===== src/rtl/i3c_bus_param.sv =====
// ---------------------------------------------------------------------------
// i3c_bus_param
//
// Bus-clocked, full-duplex serial slave. A start bit (bus_din=1 while idle)
// opens a frame. Each word shifts DATA_W bits in on bus_din and out on
// bus_dout, MSB first, optionally followed by an even-parity bit, and always
// by a continuation bit (1 = another word follows, 0 = frame ends).
//
// Ports
//   bus_clk        bus clock, all logic on its rising edge
//   bus_rst_n      synchronous active-low reset
//   bus_din        serial data from master
//   bus_dout       serial data to master (registered)
//   parallel_din   transmit word, captured on the edge that raises tx_load
//   parallel_dout  last received word, held until the next word
//   data_ready     one-cycle strobe: parallel_dout was just updated
//   parity_err     parity result of the word just delivered, held
//   tx_load        one-cycle strobe: parallel_din was just captured
//   word_cnt       words completed in the current frame, saturating
//   dbg_state      0 IDLE, 1 SHIFT, 2 PAR, 3 CONT
// ---------------------------------------------------------------------------
module i3c_bus_param #(
    parameter int DATA_W    = 16,
    parameter int PARITY_EN = 1,
    parameter int CNT_W     = 8
) (
    input  logic              bus_clk,
    input  logic              bus_rst_n,
    input  logic              bus_din,
    output logic              bus_dout,
    input  logic [DATA_W-1:0] parallel_din,
    output logic [DATA_W-1:0] parallel_dout,
    output logic              data_ready,
    output logic              parity_err,
    output logic              tx_load,
    output logic [CNT_W-1:0]  word_cnt,
    output logic [1:0]        dbg_state
);

    typedef enum logic [1:0] {
        ST_IDLE  = 2'd0,
        ST_SHIFT = 2'd1,
        ST_PAR   = 2'd2,
        ST_CONT  = 2'd3
    } state_t;

    localparam int              BIT_W    = $clog2(DATA_W);
    localparam logic [BIT_W-1:0] LAST_BIT = BIT_W'(DATA_W - 1);
    localparam logic [CNT_W-1:0] CNT_MAX  = '1;

    state_t              state_q,    state_d;
    logic [DATA_W-1:0]   rx_shift_q, rx_shift_d;
    logic [DATA_W-1:0]   tx_shift_q, tx_shift_d;
    logic [DATA_W-1:0]   rx_word_q,  rx_word_d;
    logic [BIT_W-1:0]    bit_cnt_q,  bit_cnt_d;
    logic [CNT_W-1:0]    word_cnt_q, word_cnt_d;
    logic                tx_par_q,   tx_par_d;
    logic                dout_q,     dout_d;
    logic                ready_q,    ready_d;
    logic                perr_q,     perr_d;
    logic                load_q,     load_d;

    logic                deliver;
    logic [DATA_W-1:0]   deliver_word;
    logic                deliver_perr;

    // NOTE: every signal written here gets a default first, so no path can
    // leave one unassigned and infer a latch.
    always_comb begin
        state_d      = state_q;
        rx_shift_d   = rx_shift_q;
        tx_shift_d   = tx_shift_q;
        rx_word_d    = rx_word_q;
        bit_cnt_d    = bit_cnt_q;
        word_cnt_d   = word_cnt_q;
        tx_par_d     = tx_par_q;
        perr_d       = perr_q;
        ready_d      = 1'b0;
        load_d       = 1'b0;
        deliver      = 1'b0;
        deliver_word = rx_shift_q;
        deliver_perr = 1'b0;
        dout_d       = 1'b0;

        unique case (state_q)
            ST_IDLE: begin
                if (bus_din) begin
                    load_d     = 1'b1;
                    word_cnt_d = '0;
                    state_d    = ST_SHIFT;
                end
            end
            ST_SHIFT: begin
                rx_shift_d = {rx_shift_q[DATA_W-2:0], bus_din};
                tx_shift_d = tx_shift_q << 1;
                bit_cnt_d  = bit_cnt_q + 1'b1;
                if (bit_cnt_q == LAST_BIT) begin
                    if (PARITY_EN != 0) begin
                        state_d = ST_PAR;
                    end else begin
                        // Without a parity phase the last data edge delivers,
                        // so the word includes the bit being sampled now.
                        state_d      = ST_CONT;
                        deliver      = 1'b1;
                        deliver_word = rx_shift_d;
                    end
                end
            end
            ST_PAR: begin
                // Even parity: XOR over word plus parity bit must be 0.
                state_d      = ST_CONT;
                deliver      = 1'b1;
                deliver_word = rx_shift_q;
                deliver_perr = (^rx_shift_q) ^ bus_din;
            end
            ST_CONT: begin
                if (bus_din) begin
                    load_d  = 1'b1;
                    state_d = ST_SHIFT;
                end else begin
                    state_d = ST_IDLE;
                end
            end
        endcase

        if (load_d) begin
            tx_shift_d = parallel_din;
            tx_par_d   = ^parallel_din;
            bit_cnt_d  = '0;
        end

        if (deliver) begin
            rx_word_d = deliver_word;
            perr_d    = deliver_perr;
            ready_d   = 1'b1;
            if (word_cnt_q != CNT_MAX) begin
                word_cnt_d = word_cnt_q + 1'b1;
            end
        end

        // bus_dout is registered from next-state values so the pin shows
        // the same bit the state machine will be in for the whole cycle.
        unique case (state_d)
            ST_SHIFT: dout_d = tx_shift_d[DATA_W-1];
            ST_PAR:   dout_d = tx_par_d;
            default:  dout_d = 1'b0;
        endcase
    end

    // NOTE: reset is sampled on the clock edge (synchronous), and all state
    // updates use non-blocking assignments so every flop sees pre-edge values.
    always_ff @(posedge bus_clk) begin
        if (!bus_rst_n) begin
            state_q    <= ST_IDLE;
            rx_shift_q <= '0;
            tx_shift_q <= '0;
            rx_word_q  <= '0;
            bit_cnt_q  <= '0;
            word_cnt_q <= '0;
            tx_par_q   <= 1'b0;
            dout_q     <= 1'b0;
            ready_q    <= 1'b0;
            perr_q     <= 1'b0;
            load_q     <= 1'b0;
        end else begin
            state_q    <= state_d;
            rx_shift_q <= rx_shift_d;
            tx_shift_q <= tx_shift_d;
            rx_word_q  <= rx_word_d;
            bit_cnt_q  <= bit_cnt_d;
            word_cnt_q <= word_cnt_d;
            tx_par_q   <= tx_par_d;
            dout_q     <= dout_d;
            ready_q    <= ready_d;
            perr_q     <= perr_d;
            load_q     <= load_d;
        end
    end

    assign bus_dout      = dout_q;
    assign parallel_dout = rx_word_q;
    assign data_ready    = ready_q;
    assign parity_err    = perr_q;
    assign tx_load       = load_q;
    assign word_cnt      = word_cnt_q;
    assign dbg_state     = state_q;

endmodule


===== config.mk =====
export PLATFORM = sky130hd
export DESIGN_NAME = i3c_bus_param
export DESIGN_NICKNAME = d
export VERILOG_FILES = /design/src/rtl/i3c_bus_param.sv
export SDC_FILE = /design/constraint.sdc
export NUM_CORES = 1
export LEC_CHECK = 0
export ABC_AREA = 1
export CORE_MARGIN = 2
export CORE_UTILIZATION = 30
export CTS_BUF_LIST = sky130_fd_sc_hd__clkbuf_4
export CTS_CLUSTER_SIZE = 40
export DETAILED_ROUTE_END_ITERATION = 6
export PLACE_DENSITY_LB_ADDON = 0.1
export SLEW_MARGIN = 20
export SYNTH_ARGS = -nofsm -noshare
export SYNTH_HDL_FRONTEND = slang
export SYNTH_SLANG_ARGS = --single-unit

===== constraint.sdc =====
create_clock -name bus_clk -period 1.65 [get_ports bus_clk]
set_input_delay 0.33 -clock bus_clk [delete_from_list [all_inputs] [get_ports bus_clk]]
set_output_delay 0.33 -clock bus_clk [all_outputs]
set_load 0.01 [all_outputs]

==> results.md, run 1 <==
- Outcome: finished clean
- TNS Setup: 0 ns
- Max clock buf depth: 2
- IO Pins: 49
- Routed len/inst: 10.8 microns
- H-tree depth: 3
- CTS sink count: 67
- Final #Nets: 575
- Mapped Area: 3330 sq um
- Gpl congestion: 0.810
- Critical Path Start Type: flip-flop
- Max VDD drop: 0.337 mV
- Met3 WL post-DR: 265 microns
- Row cnt: 38
- Vias in the first global route: 2986
- Initial core utilization: 30.7%
- Synth area leaders: dfxtp_1, nand2_1, nor2_1
- Syn nets: 484
- Maxcap violations: 0
- DRT iter0 DRCs: 116
- Number of hold buffers added after CTS: 0
- Critical Path AT: 1.91 ns
- Die ar.: 12000 sq um
- Hold Slack: 0.496 ns
- # fillers: 1132
- Netlist cell types: 37
- Vias per inst: 4.48
- Die Width: 109 microns
- Die height: 109 microns
- Initial antenna violation count: 0
- Seq cells post-synth: 67
- Setup repair after global routing missed its margin: yes
- Drt pass-1 iters: 4
- Avg Inst Size Synth: 7.31 sq um
- Ys async rst share: 0%
- HP Class: flip-flop to flip-flop
- Remaining DRCs: 0
- M1 WL: 3560 microns
- Leak: 2.27 nW
- Gate count of the mapped netlist: 456
- DP Wirelength: 5300 microns
- Skew-Pair Late Insertion Delay: 0.42 ns
- Slew HR: 79.0%
- Largest net degree at the start of global routing: 38
- DRT antenna net count: 0
- Routed wl met2: 3440 microns
- Placed cell count: 671
- Gr usage total: 13.7%
- Main flop type after synthesis: dfxtp_1
- R2r setup slk: 0.09 ns
- Port bufs: 48
- Core area: 10800 sq um
- Synth top area share: 40.2%
- Area Growth Syn to Fin: 38.2%
- # setup viols final: 0
- CP Data Required Time: 2.00 ns
- Commonest cells in the netlist: nand2_1, nor2_1, dfxtp_1
- Fin. Hold Viols: 0
- First-pass GRT wire length: 12800 microns
- TritonCTS clock tree: done
- Leading area contributor after synthesis: dfxtp_1
- Vias: 3103
- Worst Path Class, Setup: flip-flop to flip-flop
- Post-synth EDFFs: 0
- Setup crit end kind: flip-flop
- Diodes inserted: 0
- Most frequent cell after synthesis: nand2_1
- Measured slew at the worst slew-check pin: 0.313 ns
- Final cell count without fillers: 692
- Tcrit/Tclk final: 94.5%
- Yosys warnings: 0
- Worst Skew: 0.00661 ns
- Total Wirelength: 7500 microns
- PwrDens: 880 nW/um^2
- Clock slew at reported path FFs: 0.11 ns
- Final Power: 4.05 mW
- Num CTS Buffers: 9
- Layout cells sized above 1: 21.2%
- Maximum fanout along the worst path: 13
- Max Clk Rate: 0.641 GHz
- Fin crit period: 1.56 ns
- Highest metal used: met4
- Root buffer cell: clkbuf_4
- Seq/Total Area, Yosys: 40.2%
- Max Transition Viols Final: 0
- Overflow after GRT: 0
## per-layer routing
layer  up-vias  GRT usage [%]
met1      1387           15.9
met5         -              0
met4         0           8.14
met3        17           2.31
met2        47           23.4
li1       1652              -
## worst max-delay path, stage by stage (launching register included)
cell     delay, ns
dfxtp_4       0.39
inv_4         0.05
buf_4         0.14
ha_1          0.31
nor2_4        0.15
inv_2         0.08
nor2_4        0.14
inv_4         0.09
o22ai_1       0.15
## worst paths after layout
path	cells past startpoint	to	startpoint
setup / recovery	8	tx_shift_q[1]	dbg_state[1]
hold / removal	2	parallel_dout[12]	parallel_dout[12]
setup reg to reg	8	tx_shift_q[1]	dbg_state[1]
hold reg to reg	2	parallel_dout[12]	parallel_dout[12]
## state kept, by name (all words and copies together), names as in the netlist
name,count
dbg_state,2
rx_shift_q,16
data_ready,1
tx_shift_q,16
tx_load,1
bit_cnt_q,4
parity_err,1
tx_par_q,1
word_cnt,8
bus_dout,1
parallel_dout,16
## layout make-up
cell class | instances | area [sq um] | share of cell area [%]
inverter | 40 | 165 | 3.59
clock inverter | 7 | 116 | 2.53
clock buffer | 9 | 67.6 | 1.47
multi-input combinational | 333 | 1860 | 40.5
tap | 140 | 175 | 3.80
timing repair buffer | 96 | 852 | 18.5
sequential | 67 | 1370 | 29.7
## logic make-up after synthesis
logic type / synth area share (%)
compound gates: 11.2
xor+xnor: 5.22
fa+ha+maj: 3.38
buf+inv: 6.91
flops: 40.2
mux: 4.20
simple gates: 28.9
## repair_timing
| item | CTS | global route |
|---|---|---|
| endpoints found under the setup margin | 29 | 20 |
| resized for setup | 49 | 13 |
| pin swaps | 3 | 8 |
| setup buffers | 3 | 2 |
## per-stage QoR
stage               area, sq um  utilization (%)  worst slack, ns
floorplan                  3380                -          0.00888
global placement           4310             39.8           -0.255
detailed placement         4310             39.8           -0.272
CTS                        4550             42.0          0.00928
global route               4610             42.5          -0.0134
finish                     4610             42.5           0.0910
## layout by cell type (no fill, tap or decap), types with 3 or more instances in the layout
cell,count
clkdlybuf4s50_1,18
buf_12,3
o21ai_1,5
a21oi_1,11
clkbuf_4,9
ha_4,5
inv_4,4
mux2i_1,14
inv_1,27
buf_4,44
o21ai_0,33
xor2_1,6
dfxtp_2,5
ha_1,4
nor2_4,3
nand2_2,4
o22ai_1,12
bufinv_16,3
nand2_1,103
dfxtp_4,5
dlygate4sd2_1,28
dfxtp_1,57
nor2_1,79
inv_2,8
xnor2_1,12
nand3_1,14
## power breakdown
group          switching [mW]  internal (mW)
Clock                   0.616          0.764
Sequential             0.0904           1.71
Combinational           0.449          0.421
(Power assumes the default switching activity.)
==> inputs of run 2 (changes only) <==
--- a/config.mk
+++ b/config.mk
@@ -7,7 +7,7 @@
 export LEC_CHECK = 0
 export ABC_AREA = 1
 export CORE_MARGIN = 2
-export CORE_UTILIZATION = 30
+export CORE_UTILIZATION = 48
 export CTS_BUF_LIST = sky130_fd_sc_hd__clkbuf_4
 export CTS_CLUSTER_SIZE = 40
 export DETAILED_ROUTE_END_ITERATION = 6
==> run 2 against run 1 <==
Effect of this change: global-route usage up 6.3 points; utilization up 25 points; non-clock buffer count down 1; fmax fell by 3.8%; setup slack worse by 0.061 ns; count of clock-buffer cells in the layout up 2; sequential power about the same; cell area is 0.71% lower; largest power group unchanged; highest routed layer unchanged.
==> results.md, run 2 (synthesized netlist as in run 1, its figures left out) <==
- Root buffer cell: clkbuf_4
- PwrDens: 858 nW/um^2 (-2.4%)
- IO Pins: 49 (unchanged)
- DRT antenna net count: 0 (unchanged)
- Slew HR: 80.1% (+1.1 points)
- Die Width: 87.3 microns (-20%)
- Gr usage total: 20.0% (+6.3 points)
- R2r endpoint: bus_dout
- HP Class: flip-flop to flip-flop
- R2r setup slk: 0.03 ns (-0.06 ns)
- CP Data Required Time: 1.99 ns (about the same)
- Hold path start: parallel_dout[13]
- Core area: 6760 sq um (-38%)
- Area Growth Syn to Fin: 37.2%
- Overflow after GRT: 0 (unchanged)
- Initial core utilization: 49.3% (+19 points)
- Num CTS Buffers: 9 (unchanged)
- Placed Area: 4210 sq um (-2.2%)
- First-pass GRT wire length: 12200 microns (-4.4%)
- Hold depth: 2 (unchanged)
- Commonest non-fill, non-tap cells in the layout: nand2_1, nor2_1, dfxtp_1
- Die height: 87.3 microns (-20%)
- Maximum fanout along the worst path: 4 (-9)
- Setup crit end kind: flip-flop
- Fin. Hold Viols: 0 (unchanged)
- DRT iter0 DRCs: 115 (-0.86%)
- H-tree depth: 3 (unchanged)
- Sw Ratio: 28.5% (about the same)
- Outcome: finished clean
- Final #Nets: 574 (-0.17%)
- Max Clk Rate: 0.617 GHz (-3.8%)
- Share of total power in combinational logic: 23.3% (+1.8 points)
- Layout cells sized above 1: 21.8% (+0.62 points)
- Diodes inserted: 0 (unchanged)
- Worst Path Class, Setup: flip-flop to flip-flop
- Worst Hold Endpoint: parallel_dout[13]
- Worst-path cell chain: inv_4 -> ha_4 -> inv_2 -> nand3_2 -> o21ai_2 -> nand2_1 -> buf_4 -> ha_4 -> or2_4 -> a21oi_2
- Total Wirelength: 7290 microns (-2.7%)
- Fin crit period: 1.62 ns (+0.0612 ns)
- Max Transition Viols Final: 0 (unchanged)
- Port bufs: 48 (unchanged)
- Routed len/inst: 11.6 microns (+6.8%)
- Row cnt: 30 (-21%)
- Measured slew at the worst slew-check pin: 0.297 ns (-0.0161 ns)
- Maxcap violations: 0 (unchanged)
- Cells on worst reg2reg path: 10 (+2)
- Number of hold buffers added after CTS: 0 (unchanged)
- Gpl congestion: 0.781 (-3.7%)
- Skew-Pair Late Insertion Delay: 0.40 ns (-0.02 ns)
- Setup repair after global routing missed its margin: yes
- Critical Path AT: 1.96 ns (+0.05 ns)
- Leak: 2.40 nW (+5.9%)
- Slowest CP cell: dfxtp_4
- Slowest Stage Delay on Critical Path: 0.40 ns (about the same)
- Drt pass-1 iters: 4 (unchanged)
- Remaining DRCs: 0 (unchanged)
- Final cell count without fillers: 630 (-9.0%)
- Clock power frac: 30.8% (-3.2 points)
- TNS Setup: 0 ns (unchanged)
- Worst Skew: 0.0227 ns (+0.0161 ns)
- Largest net degree at the start of global routing: 36 (-5.3%)
- Most used cell, CP: ha_4
- Clock slew at reported path FFs: 0.11 ns (about the same)
- Initial antenna violation count: 0 (unchanged)
- Vias in the first global route: 2900 (-2.9%)
- # fillers: 569 (-50%)
- Die ar.: 7630 sq um (-36%)
- # setup viols final: 0 (unchanged)
- Vias per inst: 4.95 (+10%)
- CTS sink count: 67 (unchanged)
- Vias: 3119 (+0.52%)
- Max clock buf depth: 2 (unchanged)
- Seq pwr share: 46.0% (+1.5 points)
- Placed cell count: 610 (-9.1%)
- TritonCTS clock tree: done
- Critical Path Start Type: flip-flop
- Max VDD drop: 0.450 mV (+34%)
- DP Wirelength: 5190 microns (-2.1%)
- Tcrit/Tclk final: 98.2% (+3.7 points)
- Internal power: 2.81 mW (-3.2%)
- Switching power: 1.12 mW (-3.1%)
- Final instance area: 4570 sq um (-0.71%)
- Worst r2r src: dbg_state[1]
- Commonest non-fill, non-tap cell in the layout: nand2_1
- Final Power: 3.93 mW (-3.1%)
==> run 2: worst max-delay path by stage <==
stage,start,end,slack (ns),cells after the start
final,dbg_state[1],bus_dout,0.03,10
after global routing,dbg_state[1],bus_dout,-0.06,10
after CTS,parallel_dout[11],parallel_dout[11],0.007,1
after detailed placement,bus_din,bus_dout,-0.26,10
after global placement,bus_din,bus_dout,-0.24,10
after floorplan,dbg_state[1],bus_dout,0.009,11
==> run 2: metal layers <==
layer / global-route usage [%] / wire length [microns]
met1: 23.1 / 3130
met3: 3.03 / 218
met2: 36.2 / 3840
met4: 8.67 / 97
met5: 0 / 0
==> run 2: power groups by stage <==
stage | Sequential, mW | Combinational, mW | Clock [mW]
3_5_place_dp | 1.84 | 0.833 | 0
4_1_cts | 1.81 | 0.862 | 1.24
3_3_place_gp | 1.84 | 0.816 | 0
2_1_floorplan | 1.83 | 0.570 | 0
5_1_grt | 1.82 | 1.03 | 1.32
6_report | 1.81 | 0.913 | 1.21
==> run 2: what timing repair did <==
action,4_1_cts,5_1_grt
cloned,0,0
pin swaps,5,10
gates resized for setup,32,30
setup buffers,3,2
endpoints found under the setup margin,15,33
==> run 2: cell type report <==
class                      count  area [sq um]  area share [%]
timing repair buffer          95           887            19.4
sequential                    67          1360            29.8
clock buffer                  11          82.6            1.81
inverter                      40           168            3.67
multi-input combinational    333          1900            41.5
clock inverter                 4          76.3            1.67
tap                           80           100            2.19
==> run 2: stage by stage <==
| step | utilization (%) | hold WS, ns | setup WS (ns) |
|---|---|---|---|
| 5_1_grt | 67.7 | 0.533 | -0.0576 |
| 4_1_cts | 65.8 | 0.505 | 0.00716 |
| 3_5_place_dp | 62.4 | 0.479 | -0.261 |
| 3_3_place_gp | 62.4 | 0.469 | -0.244 |
| 2_1_floorplan | - | 0.443 | 0.00888 |
| 6_report | 67.7 | 0.500 | 0.0298 |
==> run 2: worst max-delay path, delay by kind of cell (launching register included) <==
family | cells | cell delay (ns)
flops | 1 | 0.40
buf+inv | 3 | 0.27
fa+ha+maj | 2 | 0.36
simple gates | 3 | 0.40
compound gates | 2 | 0.15
==> inputs of run 3 (changes only) <==
==> constraint.sdc (replaced) <==
create_clock -name bus_clk -period 1.65 [get_ports bus_clk]
set_input_delay 0.33 -clock bus_clk [delete_from_list [all_inputs] [get_ports bus_clk]]
set_output_delay 0.33 -clock bus_clk [all_outputs]
set_load 0.05 [all_outputs]
==> run 3 against run 2 <==
Effect of this change: critical path depth unchanged; clock skew decreased by 0.0019 ns; via count decreased by 0.64%; non-clock buffer count decreased by 6; sequential power about the same; register-to-register slack about the same; setup slack got worse by 0.014 ns; cell count decreased by 0.79%; first-iteration DRC count decreased by 15%; combinational power decreased by 6.7%; critical endpoint unchanged.
==> results.md, run 3 (synthesized netlist as in run 1, its figures left out) <==
- Outcome: finished clean
- R2r setup slk: 0.02 ns (about the same)
- Seq pwr share: 48.5% (+2.5 points)
- Die Width: 87.3 microns (unchanged)
- Vias per inst: 4.96 (+0.15%)
- Setup repair after global routing missed its margin: yes
- Remaining DRCs: 0 (unchanged)
- H-tree depth: 3 (unchanged)
- Diodes inserted: 0 (unchanged)
- Maxcap violations: 0 (unchanged)
- CTS sink count: 67 (unchanged)
- Worst r2r src: dbg_state[1]
- Share of total power in combinational logic: 22.8% (-0.5 points)
- Area Growth Syn to Fin: 32.0%
- Crit path to: bus_dout
- Commonest non-fill, non-tap cell in the layout: nand2_1
- Leak: 2.10 nW (-12%)
- Total Wirelength: 7220 microns (-0.97%)
- DRT iter0 DRCs: 98 (-15%)
- Cells on worst reg2reg path: 10 (unchanged)
- Clock slew at reported path FFs: 0.11 ns (about the same)
- Die height: 87.3 microns (unchanged)
- R2r endpoint: bus_dout
- Measured slew at the worst slew-check pin: 0.301 ns (+0.00357 ns)
- GR Util met2: 34.0% (-2.2 points)
- Number of hold buffers added after CTS: 0 (unchanged)
- Fin crit period: 1.63 ns (+0.0144 ns)
- Routed len/inst: 11.6 microns (-0.18%)
- Setup crit start: dbg_state[1]
- Root buffer cell: clkbuf_4
- Final #Nets: 568 (-1.0%)
- Vias in the first global route: 2891 (-0.31%)
- Worst-path cell chain: inv_4 -> ha_2 -> nand2_1 -> nand2_1 -> nand2_1 -> nand2_2 -> inv_2 -> ha_4 -> or2_4 -> a21oi_2
- M1 GR Usage: 23.4% (+0.24 points)
- Max Clk Rate: 0.612 GHz (-0.88%)
- Worst Path Class, Setup: flip-flop to flip-flop
- Placed cell count: 606 (-0.66%)
- TritonCTS clock tree: done
- Met3 Use GR: 4.74% (+1.7 points)
- # fillers: 607 (+6.7%)
- Max VDD drop: 0.379 mV (-16%)
- Slowest Stage Delay on Critical Path: 0.39 ns (about the same)
- PwrDens: 848 nW/um^2 (-1.2%)
- Slew HR: 79.8% (-0.24 points)
- Overflow after GRT: 0 (unchanged)
- HP Class: flip-flop to flip-flop
- Switching power: 1.14 mW (+1.5%)
- Critical Path Start Type: flip-flop
- Largest net degree at the start of global routing: 36 (unchanged)
- Hold Slack: 0.498 ns (-0.00229 ns)
- Commonest non-fill, non-tap cells in the layout: nand2_1, nor2_1, buf_4
- Initial antenna violation count: 0 (unchanged)
- IO Pins: 49 (unchanged)
- Die ar.: 7630 sq um (unchanged)
- Num CTS Buffers: 9 (unchanged)
- Slowest CP cell: dfxtp_4
- First-pass GRT wire length: 12000 microns (-1.9%)
- # setup viols final: 0 (unchanged)
- Critical Path AT: 1.98 ns (+0.02 ns)
- Row cnt: 30 (unchanged)
- Port bufs: 48 (unchanged)
- Skew-Pair Late Insertion Delay: 0.41 ns (about the same)
- Top Usage Layer GRT: met2
- Max Transition Viols Final: 0 (unchanged)
- Most used cell, CP: nand2_1
- Sw Ratio: 30.5% (+1.9 points)
- Max clock buf depth: 2 (unchanged)
- Gr usage total: 19.7% (-0.28 points)
- Vias: 3099 (-0.64%)
- Maximum fanout along the worst path: 5 (+1)
- Drt pass-1 iters: 4 (unchanged)
- Initial core utilization: 49.3% (unchanged)
- Layout cells sized above 1: 25.0% (+3.1 points)
- CP Data Required Time: 2.00 ns (about the same)
- Core area: 6760 sq um (unchanged)
- Final cell count without fillers: 625 (-0.79%)
- Clock power frac: 28.7% (-2.1 points)
- Setup crit end kind: flip-flop
- Fin. Hold Viols: 0 (unchanged)
- Internal power: 2.60 mW (-7.5%)
- DP Wirelength: 5060 microns (-2.4%)
- DRT antenna net count: 0 (unchanged)
- Gpl congestion: 0.757 (-3.0%)
- Worst Skew: 0.0208 ns (-0.00186 ns)
- Tcrit/Tclk final: 99.1% (+0.87 points)
run 3: what timing repair did:
| item | 4_1_cts | 5_1_grt |
|---|---|---|
| pin swaps | 3 | 7 |
| resized for setup | 9 | 17 |
| endpoints found under the hold margin | 0 | 0 |
| endpoints found under the setup margin | 2 | 20 |
| setup buffers | 3 | 0 |
run 3: area by class of cell:
type | count | area [sq um] | area share (%)
tap | 80 | 100 | 2.27
clock buffer | 11 | 82.6 | 1.88
timing repair buffer | 89 | 792 | 18.0
sequential | 67 | 1350 | 30.8
multi-input combinational | 333 | 1860 | 42.2
inverter | 40 | 160 | 3.64
clock inverter | 5 | 53.8 | 1.22
run 3: how the worst min path moves through the flow:
stage / from / cells after the start / to
floorplan: parallel_din[6] / 2 / tx_shift_q[6]
detailed placement: parallel_dout[12] / 2 / parallel_dout[12]
global route: word_cnt[0] / 1 / word_cnt[0]
finish: parallel_dout[12] / 2 / parallel_dout[12]
global placement: parallel_dout[12] / 2 / parallel_dout[12]
CTS: word_cnt[0] / 1 / word_cnt[0]
run 3: metal layers:
layer	vias to the layer above	part of all wire, %
li1	1642	-
met1	1388	46
met2	65	49
met3	4	3.9
met4	0	0.90
met5	-	0
run 3: worst max-delay path: cells and delay by family (launching register included):
kind	cells	cell delay [ns]
simple gates	5	0.52
buf+inv	2	0.14
fa+ha+maj	2	0.42
compound gates	1	0.11
flops	1	0.39
run 3: through the flow:
step | setup TNS, ns | utilization [%] | setup WS, ns | cell area [sq um] | total power, mW
6_report | 0 | 65.1 | 0.0154 | 4400 | 3.73
5_1_grt | -0.107 | 65.1 | -0.0609 | 4400 | 3.96
4_1_cts | 0 | 64.0 | 0.00255 | 4320 | 3.74
3_5_place_dp | -2.42 | 61.2 | -0.273 | 4130 | 2.66
3_3_place_gp | -1.57 | 61.2 | -0.234 | 4130 | 2.64
2_1_floorplan | -0.160 | - | -0.160 | 3350 | 2.41
run 3: power by group through the flow:
stage                     sequential (mW)  combinational, mW  clock (mW)
after floorplan                      1.85              0.563           0
after CTS                            1.81              0.834        1.10
after detailed placement             1.84              0.823           0
after global placement               1.84              0.802           0
final                                1.81              0.852        1.07
after global routing                 1.82              0.968        1.17
